[config.mk]
export PLATFORM = sky130hd
export DESIGN_NAME = imm_decode_stage
export DESIGN_NICKNAME = d
export VERILOG_FILES = /design/src/rtl/imm_decode_stage.sv
export SDC_FILE = /design/constraint.sdc
export NUM_CORES = 1
export LEC_CHECK = 0
export BUFFER_PORTS_ARGS = -buffer_cell sky130_fd_sc_hd__buf_2
export CAP_MARGIN = 10
export CORE_MARGIN = 8
export CORE_UTILIZATION = 35
export CTS_CLUSTER_SIZE = 25
export DETAILED_ROUTE_END_ITERATION = 8
export RECOVER_POWER = 25
export SLEW_MARGIN = 20
export SYNTH_ARGS = -nofsm -noshare
export SYNTH_HDL_FRONTEND = slang
export SYNTH_SLANG_ARGS = --single-unit
[constraint.sdc]
create_clock -name clk -period 4.75 [get_ports clk]
set_input_delay 0.95 -clock clk [delete_from_list [all_inputs] [get_ports clk]]
set_output_delay 0.95 -clock clk [all_outputs]
set_load 0.02 [all_outputs]
[src/rtl/imm_decode_stage.sv]
// rtl/imm_decode_stage.sv - RV32I/RV64I immediate decode stage with 2-entry skid buffer
// Optional: define IMM_DECODE_ZICSR_EN to decode CSR address / zimm for SYSTEM opcodes.
module imm_decode_stage #(
  parameter int XLEN  = 32,
  parameter int CNT_W = 16
) (
  input  logic             clk,
  input  logic             rst,
  input  logic             in_valid,
  output logic             in_ready,
  input  logic [31:0]      in_inst,
  input  logic [XLEN-1:0]  in_pc,
  output logic             out_valid,
  input  logic             out_ready,
  output logic [XLEN-1:0]  out_imm,
  output logic [2:0]       out_type,
  output logic             out_illegal,
  output logic [XLEN-1:0]  out_pc,
  output logic [CNT_W-1:0] illegal_cnt
);

  typedef enum logic [1:0] {EMPTY, ONE, FULL} state_t;

  localparam logic [2:0] T_NONE = 3'd0;
  localparam logic [2:0] T_I    = 3'd1;
  localparam logic [2:0] T_S    = 3'd2;
  localparam logic [2:0] T_B    = 3'd3;
  localparam logic [2:0] T_U    = 3'd4;
  localparam logic [2:0] T_J    = 3'd5;
`ifdef IMM_DECODE_ZICSR_EN
  localparam logic [2:0] T_Z    = 3'd6;
`endif

  localparam logic [6:0] OP_LOAD   = 7'b0000011;
  localparam logic [6:0] OP_MISC   = 7'b0001111;
  localparam logic [6:0] OP_OPIMM  = 7'b0010011;
  localparam logic [6:0] OP_AUIPC  = 7'b0010111;
  localparam logic [6:0] OP_STORE  = 7'b0100011;
  localparam logic [6:0] OP_OP     = 7'b0110011;
  localparam logic [6:0] OP_LUI    = 7'b0110111;
  localparam logic [6:0] OP_BRANCH = 7'b1100011;
  localparam logic [6:0] OP_JALR   = 7'b1100111;
  localparam logic [6:0] OP_JAL    = 7'b1101111;
  localparam logic [6:0] OP_SYSTEM = 7'b1110011;

  state_t state;

  logic [31:0]     dec_imm32;
  logic            dec_zext;
  logic [2:0]      dec_type;
  logic            dec_illegal;
  logic [XLEN-1:0] dec_imm;

  logic [XLEN-1:0] skid_imm;
  logic [2:0]      skid_type;
  logic            skid_illegal;
  logic [XLEN-1:0] skid_pc;

  logic in_fire;
  logic out_fire;

  // Every listed opcode ends in 2'b11, so compressed encodings fall to default.
  always_comb begin
    dec_imm32   = '0;
    dec_zext    = 1'b0;
    dec_type    = T_NONE;
    dec_illegal = 1'b0;
    case (in_inst[6:0])
      OP_OPIMM, OP_LOAD, OP_JALR: begin
        dec_type  = T_I;
        dec_imm32 = {{20{in_inst[31]}}, in_inst[31:20]};
      end
      OP_STORE: begin
        dec_type  = T_S;
        dec_imm32 = {{20{in_inst[31]}}, in_inst[31:25], in_inst[11:7]};
      end
      OP_BRANCH: begin
        dec_type  = T_B;
        dec_imm32 = {{19{in_inst[31]}}, in_inst[31], in_inst[7],
                     in_inst[30:25], in_inst[11:8], 1'b0};
      end
      OP_LUI, OP_AUIPC: begin
        dec_type  = T_U;
        dec_imm32 = {in_inst[31:12], 12'b0};
      end
      OP_JAL: begin
        dec_type  = T_J;
        dec_imm32 = {{11{in_inst[31]}}, in_inst[31], in_inst[19:12],
                     in_inst[20], in_inst[30:21], 1'b0};
      end
      OP_OP, OP_MISC: begin
        dec_type = T_NONE;
      end
      OP_SYSTEM: begin
`ifdef IMM_DECODE_ZICSR_EN
        case (in_inst[14:12])
          3'b001, 3'b010, 3'b011: begin
            dec_type  = T_I;
            dec_zext  = 1'b1;
            dec_imm32 = {20'b0, in_inst[31:20]};
          end
          3'b101, 3'b110, 3'b111: begin
            dec_type  = T_Z;
            dec_zext  = 1'b1;
            dec_imm32 = {27'b0, in_inst[19:15]};
          end
          default: dec_type = T_NONE;
        endcase
`else
        dec_type = T_NONE;
`endif
      end
      default: dec_illegal = 1'b1;
    endcase
  end

  assign dec_imm = dec_zext ? XLEN'(dec_imm32) : XLEN'($signed(dec_imm32));

  assign in_ready  = (state != FULL);
  assign out_valid = (state != EMPTY);
  assign in_fire   = in_valid & in_ready;
  assign out_fire  = out_valid & out_ready;

  always_ff @(posedge clk or posedge rst) begin
    if (rst) begin
      state        <= EMPTY;
      out_imm      <= '0;
      out_type     <= T_NONE;
      out_illegal  <= 1'b0;
      out_pc       <= '0;
      skid_imm     <= '0;
      skid_type    <= T_NONE;
      skid_illegal <= 1'b0;
      skid_pc      <= '0;
      illegal_cnt  <= '0;
    end else begin
      if (out_fire && out_illegal && (illegal_cnt != {CNT_W{1'b1}}))
        illegal_cnt <= illegal_cnt + 1'b1;
      case (state)
        EMPTY: begin
          if (in_fire) begin
            out_imm     <= dec_imm;
            out_type    <= dec_type;
            out_illegal <= dec_illegal;
            out_pc      <= in_pc;
            state       <= ONE;
          end
        end
        ONE: begin
          if (in_fire && out_fire) begin
            out_imm     <= dec_imm;
            out_type    <= dec_type;
            out_illegal <= dec_illegal;
            out_pc      <= in_pc;
          end else if (in_fire) begin
            skid_imm     <= dec_imm;
            skid_type    <= dec_type;
            skid_illegal <= dec_illegal;
            skid_pc      <= in_pc;
            state        <= FULL;
          end else if (out_fire) begin
            state <= EMPTY;
          end
        end
        FULL: begin
          if (out_fire) begin
            out_imm     <= skid_imm;
            out_type    <= skid_type;
            out_illegal <= skid_illegal;
            out_pc      <= skid_pc;
            state       <= ONE;
          end
        end
        default: state <= EMPTY;
      endcase
    end
  end

endmodule

==> metrics.cfg, run 1 <==
[status]
outcome=finished with violations
violations=max-capacitance violations, max-slew violations

[layout]
mostFrequentLayoutCell=nand2_1
area_growth_pct=21.6
drive_gt1_frac=0.241
nets=950
instances_no_fill=1158
layout_common_cells=nand2_1 (211), dfrtp_1 (154), buf_2 (152)
diodes=0
final_area_um2=8500

[timing]
fmax_mhz=383
worst_slew_pin_slew_ns=2.11
maxSlewViolCount=155
fin_crit_ns=2.61
setup_violations=0
finalCritPeriodShare=0.550
layout_setup_ws_ns=2.14
timing_hold_violations_final=0
finalClockSkew_ns=0.00641
setup_tns_ns=0
slew_headroom=-0.403
rsz0062_at_grt=no

[routing]
wl_per_cell_um=16.4
vias=5774
viasPerCell=4.99
postRouteWirelength_um=18900
drtAntennaViolNets=0
drc=0
drt_pass1_iterations=5
detail_route.iter0.violations=452

[placement]
io_buffers=153
post_dp_cell_area_um2=7910
finalWeightedCongestion=0.823
post-place-ws_ns=1.93
dpl.hpwl_um=12700
dp.cells=1127

[run]
drv_cap=1

[worst_setup_path]
crit_path_start_kind=input pin
regToRegSetupSlack_ns=2.45
crit_type=input pin to async pin
critical_path.top_delay_family=buffers and inverters
required_ns=4.84
cp_slowest_cell=clkbuf_4
crit_path_max_fanout=154
cp_cell_sequence=clkbuf_1 > clkinvlp_4 > clkbuf_4
r2r_start=state[1]
cp.arrival_ns=2.71
end_kind=async pin
max_stage_delay_ns=1.46
rr_worst_depth=5
timing.rr.end=out_imm[12]
cp_num_buf_inv=3

[global_routing]
antenna_found_initial=0
grt_pass1_wl_um=31000
grt_overflow=0
grt_pass1_vias=5639
grtUsageTotal=0.158
grt_max_degree=155

[pwr]
fin_total_pwr_mw=4.33
p_per_area_nw_per_um2=510
comb_power_share=0.250
switching_share=0.330
irDropWorstVdd_uv=218
clkPwrFrac=0.317
internal_power_mw=2.90
switching_power_mw=1.43
p_leak_nw=3.98
seqPwrFrac=0.433

[floorplan]
die_h_um=157
ioPinCount=154
die-area_um2=24700
coreArea_um2=19500
rows=51
die_w_um=157
initial_core_util=0.358

[clocking]
cts_tree=done
cts.sinks=154
cts_root_buf=clkbuf_16
postCtsHoldBufs=0
htreeDepth=4
cts_resized=0
clockBufferDepth=2
numCtsBuffers=17
post-cts-setup-buffers=0
clkTransAtPathRegs_ns=0.06
clk_latency_ns=0.41

[synth]
ys_seq_area_frac=0.551
syn-num-nets=821
netlist_area_um2=6990
ys_types=61
async_flop_share=1.00
synth_edf_count=0
synthCells=752
synth_warnings=0
synth-seq-cells=154
synth_ff_type=dfrtp_1
synth.avg_cell_area_um2=9.29

[hold_path]
hold_start=skid_imm[0]
hold_path.class=flop to flop
min_path_cells=2
hold_end=skid_imm[0]

-- metrics by stage --
stage | utilization | hold slack [ns]
2_1_floorplan | - | 0.442
3_3_place_gp | 0.405 | 0.456
3_5_place_dp | 0.405 | 0.462
4_1_cts | 0.436 | 0.477
5_1_grt | 0.435 | 0.488
6_report | 0.435 | 0.471
-- worst max-delay path by stage --
stage	start	endpoint	slack, ns	cells after the start
global route	rst	skid_imm[1]	1.70	3
finish	rst	skid_imm[1]	2.14	3
global placement	out_ready	out_imm[13]	1.95	6
CTS	state[0]	out_valid	2.22	2
detailed placement	in_inst[6]	out_imm[20]	1.93	5
floorplan	rst	illegal_cnt[0]	1.86	1
-- per-layer routing --
metal	vias to the layer above	routed length, µm	GRT usage
li1	2843	-	-
met1	2766	9000	0.218
met2	149	8740	0.246
met3	16	952	0.0329
met4	0	249	0.0499
met5	-	0	0
-- final cells by class --
cell class              count  area (µm²)
clock buffers              27         523
well taps                 265         332
repair buffers            161         825
multi-input cells         543        2870
inverters                   4        18.8
fillers                  1988       11000
flip-flops and latches    154        3850
clock inverters             4        77.6
-- cells by family after synthesis --
logic type	Yosys count	share of synthesized area
AND/OR/NAND/NOR	385	0.240
flip-flops	154	0.551
AO/OA/AOI/OAI	139	0.139
buffers and inverters	55	0.0428
XOR/XNOR	14	0.0175
multiplexers	4	0.00680
adder cells (fa/ha/maj)	1	0.00179
-- cell usage after synthesis, types with 2 or more instances --
master / number / share of area
buf_6: 6 / 0.0097
nand4bb_1: 5 / 0.0081
dfrtp_1: 154 / 0.55
a22oi_1: 4 / 0.0043
a21oi_1: 26 / 0.019
and2_1: 2 / 0.0018
nor2b_1: 4 / 0.0036
and3_1: 3 / 0.0027
clkbuf_1: 31 / 0.017
o21ai_0: 18 / 0.013
xnor2_1: 3 / 0.0038
a221oi_1: 11 / 0.014
nor2_1: 105 / 0.056
or2_2: 3 / 0.0027
o22ai_1: 3 / 0.0027
a211oi_1: 2 / 0.0021
buf_4: 2 / 0.0021
or4bb_1: 4 / 0.0064
a21oi_2: 2 / 0.0025
o2bb2ai_1: 2 / 0.0025
nand2_1: 211 / 0.11
buf_2: 8 / 0.0057
inv_1: 3 / 0.0016
a22o_1: 6 / 0.0075
nand4b_1: 2 / 0.0025
nand2b_1: 3 / 0.0027
a31oi_1: 48 / 0.043
a221oi_2: 8 / 0.017
clkbuf_8: 3 / 0.0059
nor4_1: 5 / 0.0045
nand4_1: 6 / 0.0054
nand3_1: 16 / 0.011
nor3_1: 4 / 0.0029
xor2_1: 11 / 0.014
mux2_2: 2 / 0.0032
-- power groups by stage --
stage	clock (mW)	sequential, mW	combinational [mW]
global route	1.47	1.93	1.21
finish	1.37	1.88	1.08
floorplan	0	2.08	0.530
CTS	1.41	1.88	1.11
detailed placement	0	1.90	1.10
global placement	0	1.89	1.09
-- registers in the layout, summed over array words and instances, names as in the netlist --
signal,count
out_pc,32
state,2
illegal_cnt,16
out_type,3
skid_type,3
out_illegal,1
skid_illegal,1
skid_pc,32
skid_imm,32
out_imm,32
-- worst register-to-register path, stage by stage, from the launching register on --
cell       delay [ns]
dfrtp_1          0.56
and2b_2          0.39
o2bb2ai_4        0.13
buf_4            0.58
and3_4           0.40
a221oi_2         0.09
No activity file was read; power rests on OpenSTA's default activity.
==> inputs of run 2 (changes only) <==
- clock period: 4.75 -> 2.4 ns (I/O delays scaled with it)
==> run 2 against run 1 <==
  * Largest power group unchanged
  * Final cell count grew 1.1%
  * Critical path type is now flop to output port
  * Count of clock-buffer cells in the layout shrank 7
  * Highest routed layer unchanged
  * Global-route usage shrank 0.14 points
  * Hold slack lost 0.20 ns
  * Wire length shrank 0.61%
  * The run now ends clean
  * Die area is the same
  * Largest cell class unchanged
  * Via count is essentially flat
==> metrics.cfg, run 2 (same netlist as run 1, synthesis figures left out) <==
[layout]
final_util=0.441  ; +0.00570
diodes=0  ; unchanged
drive_gt1_frac=0.252  ; +0.0109
nets=962  ; +1.3%
final_area_um2=8610  ; +1.3%
layout_common_cells=nand2_1 (211), dfrtp_1 (154), buf_2 (153)
nFillCells=1940  ; -2.4%
area_growth_pct=23.2
mostFrequentLayoutCell=nand2_1

[placement]
post_dp_cell_area_um2=8030  ; +1.5%
io_buffers=153  ; unchanged
post-place-ws_ns=0.332  ; -1.60 ns
finalWeightedCongestion=0.857  ; +4.1%
dpl.hpwl_um=13000  ; +2.9%

[global_routing]
grt_overflow=0  ; unchanged
grt_max_degree=83  ; -46%
antenna_found_initial=0  ; unchanged
met2_usage=0.248  ; +0.00247
use_met3=0.0409  ; +0.00795
grt-busiest-layer=met2
grtUsageMet1=0.210  ; -0.00750
grt_pass1_wl_um=31000  ; -0.11%
grtUsageTotal=0.157  ; -0.00135
grt_pass1_vias=5747  ; +1.9%

[worst_setup_path]
crit_path_start_kind=flop
end_kind=output port
cp.arrival_ns=1.55  ; -1.16 ns
rr_worst_depth=5  ; unchanged
required_ns=1.92  ; -2.92 ns
crit_path_max_fanout=15  ; -90%
r2r_start=state[1]
crit_type=flop to output port
timing.rr.end=out_imm[16]
regToRegSetupSlack_ns=0.44  ; -2.01 ns

[hold_path]
hold_end=skid_pc[3]
min_path_cells=3  ; +1
hold_path.class=input pin to flop
hold_start=in_pc[3]

[pwr]
fin_total_pwr_mw=8.57  ; +98%
p_per_area_nw_per_um2=995  ; +95%
p_leak_nw=4.03  ; +1.4%
irDropWorstVdd_uv=439  ; +100%

[timing]
rsz0062_at_grt=no
finalCritPeriodShare=0.846
slew_headroom=0.237  ; +0.640
finalClockSkew_ns=0.00992  ; +0.00351 ns
fmax_mhz=493
setup_violations=0  ; unchanged
worst_slew_pin_slew_ns=1.14  ; -0.960 ns
setup_tns_ns=0  ; unchanged
fin_crit_ns=2.03
maxSlewViolCount=0  ; -100%
timing_hold_violations_final=0  ; unchanged
layout_setup_ws_ns=0.370  ; -1.77 ns

[routing]
vias=5778  ; +0.069%
drc=0  ; unchanged
drtAntennaViolNets=0  ; unchanged
detail_route.iter0.violations=380  ; -16%
wl_per_cell_um=16.1  ; -1.7%
drt_pass1_iterations=5  ; unchanged
viasPerCell=4.93  ; -1.0%
postRouteWirelength_um=18800  ; -0.61%

[clocking]
clk_latency_ns=0.42  ; about the same
numCtsBuffers=17  ; unchanged
clockBufferDepth=2  ; unchanged
clkTransAtPathRegs_ns=0.06  ; about the same
htreeDepth=4  ; unchanged
cts_root_buf=clkbuf_16
post-cts-setup-buffers=0  ; unchanged
cts_tree=done
cts.sinks=154  ; unchanged

[floorplan]
die-area_um2=24700  ; unchanged
ioPinCount=154  ; unchanged
die_w_um=157  ; unchanged
coreArea_um2=19500  ; unchanged
rows=51  ; unchanged
initial_core_util=0.358  ; unchanged
die_h_um=157  ; unchanged

[run]
drv_cap=0  ; -1

[status]
outcome=completed

-- run 2: per-layer routing --
layer / routed length [µm] / up-vias
met5: 0 / -
met2: 8790 / 160
li1: - / 2869
met3: 1070 / 9
met4: 139 / 0
met1: 8830 / 2740
-- run 2: per-stage QoR --
stage	hold slack, ns	cells
floorplan	0.442	752
global placement	0.395	1138
detailed placement	0.390	1138
CTS	0.251	1171
global route	0.248	1171
finish	0.268	1171
-- run 2: worst max path at each step --
| stage | slack [ns] | from | depth (start not counted) | to |
|---|---|---|---|---|
| 2_1_floorplan | -0.02 | rst | 1 | illegal_cnt[0] |
| 3_3_place_gp | 0.38 | out_ready | 6 | out_imm[16] |
| 3_5_place_dp | 0.33 | out_ready | 6 | out_imm[14] |
| 4_1_cts | 0.35 | state[0] | 2 | out_valid |
| 5_1_grt | 0.22 | rst | 4 | out_imm[0] |
| 6_report | 0.37 | state[0] | 2 | out_valid |
-- run 2: critical path, cell delays in order, from the launching register on --
cell	delay [ns]
dfrtp_1	0.57
or2_2	0.39
buf_2	0.16
-- run 2: layout make-up --
| class | instances | area [µm²] | share of cell area |
|---|---|---|---|
| Clock inverter | 12 | 150 | 0.0174 |
| Timing Repair Buffer | 173 | 952 | 0.111 |
| Inverter | 4 | 16.3 | 0.00189 |
| Sequential cell | 154 | 3850 | 0.447 |
| Tap cell | 265 | 332 | 0.0385 |
| Multi-Input combinational cell | 543 | 2870 | 0.333 |
| Clock buffer | 20 | 437 | 0.0507 |
-- run 2: timing repair --
| action | in CTS | in global routing |
|---|---|---|
| setup endpoints to repair | 0 | 0 |
| hold buffers | 1 | 0 |
| endpoints found under the hold margin | 1 | 0 |
| gates resized for setup | 0 | 0 |
-- run 2: power by group --
part | switching, mW | leakage [nW] | internal, mW | total [mW]
Clock | 1.05 | 0.280 | 1.63 | 2.69
Combinational | 1.39 | 1.86 | 0.789 | 2.18
Sequential | 0.425 | 1.89 | 3.28 | 3.70
==> inputs of run 3 (changes only) <==
- ABC_AREA: not set -> 1
- clock period: 2.4 -> 2 ns (I/O delays scaled with it)
==> run 3 against run 2 <==
  * Via count grew 15%
  * Sequential power grew 25%
  * Sequential share of layout area shrank 2.8 points
  * Highest routed layer unchanged
  * Critical path depth grew 3
  * Total power grew 29%
  * Global-route usage grew 0.22 points
  * Hold slack lost 0.076 ns
  * Clock power grew 17%
  * Area after synthesis grew 7.1%
  * Synthesized cell count grew 32%
  * Critical path type unchanged
==> metrics.cfg, run 3 <==
[status]
outcome=completed

[floorplan]
die_w_um=162  ; +3.1%
coreArea_um2=21000  ; +7.7%
ioPinCount=154  ; unchanged
rows=53  ; +3.9%
die-area_um2=26300  ; +6.4%
die_h_um=162  ; +3.1%
initial_core_util=0.356  ; -0.00182

[synth]
synth_compound_area_frac=0.0774  ; -0.0617
synth.area.top_cells=dfrtp_1 (51%), nand2_1 (20%), nor2_1 (6.3%)
synth_top_family_by_area=simple AND/OR/NAND/NOR gates
netlist_area_um2=7480  ; +7.1%
synth_top_area_cell=dfrtp_1
synth_top_area_share=0.515  ; -0.0366
synth.avg_cell_area_um2=7.51  ; -19%
yosysMostFrequentCell=nand2_1
ys_seq_area_frac=0.515  ; -0.0366
async_flop_share=1.00  ; unchanged
syn-num-nets=1065  ; +30%
synth_warnings=0  ; unchanged
synthCells=996  ; +32%
synthAdderAreaFrac=0.00167  ; -0.000119
synth_ff_type=dfrtp_1
ys_types=29  ; -52%
synth_common_cells=nand2_1 (401), dfrtp_1 (154), nor2_1 (126)
synth_mux_area_frac=0  ; -0.00680
synth_xor_area_frac=0.0105  ; -0.00702
synth-seq-cells=154  ; unchanged
synth_edf_count=0  ; unchanged
synthSimpleGateAreaFrac=0.331  ; +0.0902

[timing]
fin_crit_ns=1.92
maxSlewViolCount=0  ; unchanged
worst_slew_pin_slew_ns=1.12  ; -0.0297 ns
finalClockSkew_ns=0.0103  ; +0.000360 ns
setup_violations=0  ; unchanged
fmax_mhz=520
slew_headroom=0.257  ; +0.0198
timing_hold_violations_final=0  ; unchanged
finalCritPeriodShare=0.961
rsz0062_at_grt=yes

[global_routing]
grt_max_degree=78  ; -6.0%
antenna_found_initial=0  ; unchanged
grtUsageTotal=0.159  ; +0.00216
grt_overflow=0  ; unchanged
grt_pass1_wl_um=34000  ; +9.8%
grt_pass1_vias=6438  ; +12%

[layout]
layout_common_cells=nand2_1 (401), dfrtp_1 (154), buf_2 (153)
drive_gt1_frac=0.199  ; -0.0530
nets=1204  ; +25%
diodes=0  ; unchanged
mostFrequentLayoutCell=nand2_1
instances_no_fill=1423  ; +22%
area_growth_pct=22.8

[routing]
drt_pass1_iterations=5  ; unchanged
postRouteWirelength_um=20800  ; +10%
drtAntennaViolNets=0  ; unchanged
viasPerCell=4.66  ; -5.5%
wl_per_cell_um=14.6  ; -9.1%
detail_route.iter0.violations=440  ; +16%
drc=0  ; unchanged
vias=6632  ; +15%

[clocking]
htreeDepth=4  ; unchanged
postCtsHoldBufs=0  ; -1
cts_tree=done
clkTransAtPathRegs_ns=0.06  ; about the same
cts_root_buf=clkbuf_16
post-cts-setup-buffers=0  ; unchanged
cts.sinks=154  ; unchanged
clk_latency_ns=0.42  ; about the same
numCtsBuffers=17  ; unchanged
clockBufferDepth=2  ; unchanged

[worst_setup_path]
cp_num_buf_inv=4  ; +3
end_kind=output port
crit_path_start_kind=flop
critical_path.top_delay_family=buffers and inverters
cp_slowest_cell=dfrtp_1
cp_cell_sequence=inv_2 > nor2_4 > inv_2 > buf_16 > buf_2
required_ns=1.60  ; -0.32 ns
cp.arrival_ns=1.52  ; -0.03 ns
crit_path_max_fanout=23  ; +8
max_stage_delay_ns=0.41  ; -0.16 ns
regToRegSetupSlack_ns=0.28  ; -0.16 ns
cpMostUsedCell=inv_2
crit_type=flop to output port

[pwr]
p_per_area_nw_per_um2=1200  ; +21%
fin_total_pwr_mw=11.0  ; +29%
irDropWorstVdd_uv=551  ; +26%
p_leak_nw=4.98  ; +24%

[hold_path]
hold_path.class=input pin to flop

[run]
drv_cap=0  ; unchanged

[placement]
finalWeightedCongestion=0.845  ; -1.4%
dpl.hpwl_um=13800  ; +5.8%
dp.cells=1389  ; +22%
io_buffers=153  ; unchanged

-- run 3: cell type report --
type	instances	area (µm²)
clock buffers	21	460
fillers	2173	11800
repair buffers	176	1050
inverters	55	208
well taps	275	344
flip-flops and latches	154	3850
clock inverters	11	113
multi-input cells	731	3160
-- run 3: where the power goes --
group	internal [mW]	switching (mW)	leakage [nW]	total, mW
sequential	4.07	0.576	1.94	4.64
combinational	1.13	2.10	2.76	3.23
clock	1.80	1.34	0.279	3.14
-- run 3: metrics by stage --
stage	instance area (µm²)	worst slack [ns]	utilization	hold slack (ns)	setup TNS [ns]
after floorplan	7490	-0.345	-	0.449	-53.12
after global placement	8580	0.160	0.408	0.458	0
after detailed placement	8580	0.126	0.408	0.460	0
after CTS	9200	0.0307	0.437	0.132	0
after global routing	9190	-0.00573	0.437	0.176	-0.00573
final	9190	0.0783	0.437	0.192	0
-- run 3: timing repair --
action	CTS	global route
resized for setup	1	0
gates cloned	1	1
setup endpoints to repair	1	2
-- run 3: cell families (layout without fill, tap and decap cells) --
group / after synthesis / in the layout
and+or+nand+nor: 619 / 619
DFF: 154 / 154
buffers and inverters: 111 / 263
AOI/OAI and AO/OA: 102 / 102
xor gates and xnor gates: 9 / 9
adders and majority gates: 1 / 1
-- run 3: path summary, 6_finish.rpt --
check,from,end,depth (start not counted)
max,state[1],in_ready,5
min,in_pc[22],skid_pc[22],3
max reg2reg,state[1],out_imm[8],9
min reg2reg,out_imm[7],out_imm[7],2
max in group asynchronous,rst,skid_imm[1],3
min in group asynchronous,rst,out_pc[26],3
-- run 3: metal layers --
metal | up-vias | global-route usage | wire length [µm]
met3 | 11 | 0.0418 | 1010
li1 | 3440 | - | -
met4 | 0 | 0.0379 | 117
met2 | 133 | 0.248 | 9520
met1 | 3048 | 0.217 | 10200
met5 | - | 0 | 0
-- run 3: worst register-to-register path: cells and delay by family (launching register included) --
| family | cells | cell delay, ns |
|---|---|---|
| buffers and inverters | 3 | 0.70 |
| and+or+nand+nor | 5 | 0.42 |
| DFF | 1 | 0.41 |
| AOI/OAI and AO/OA | 1 | 0.09 |
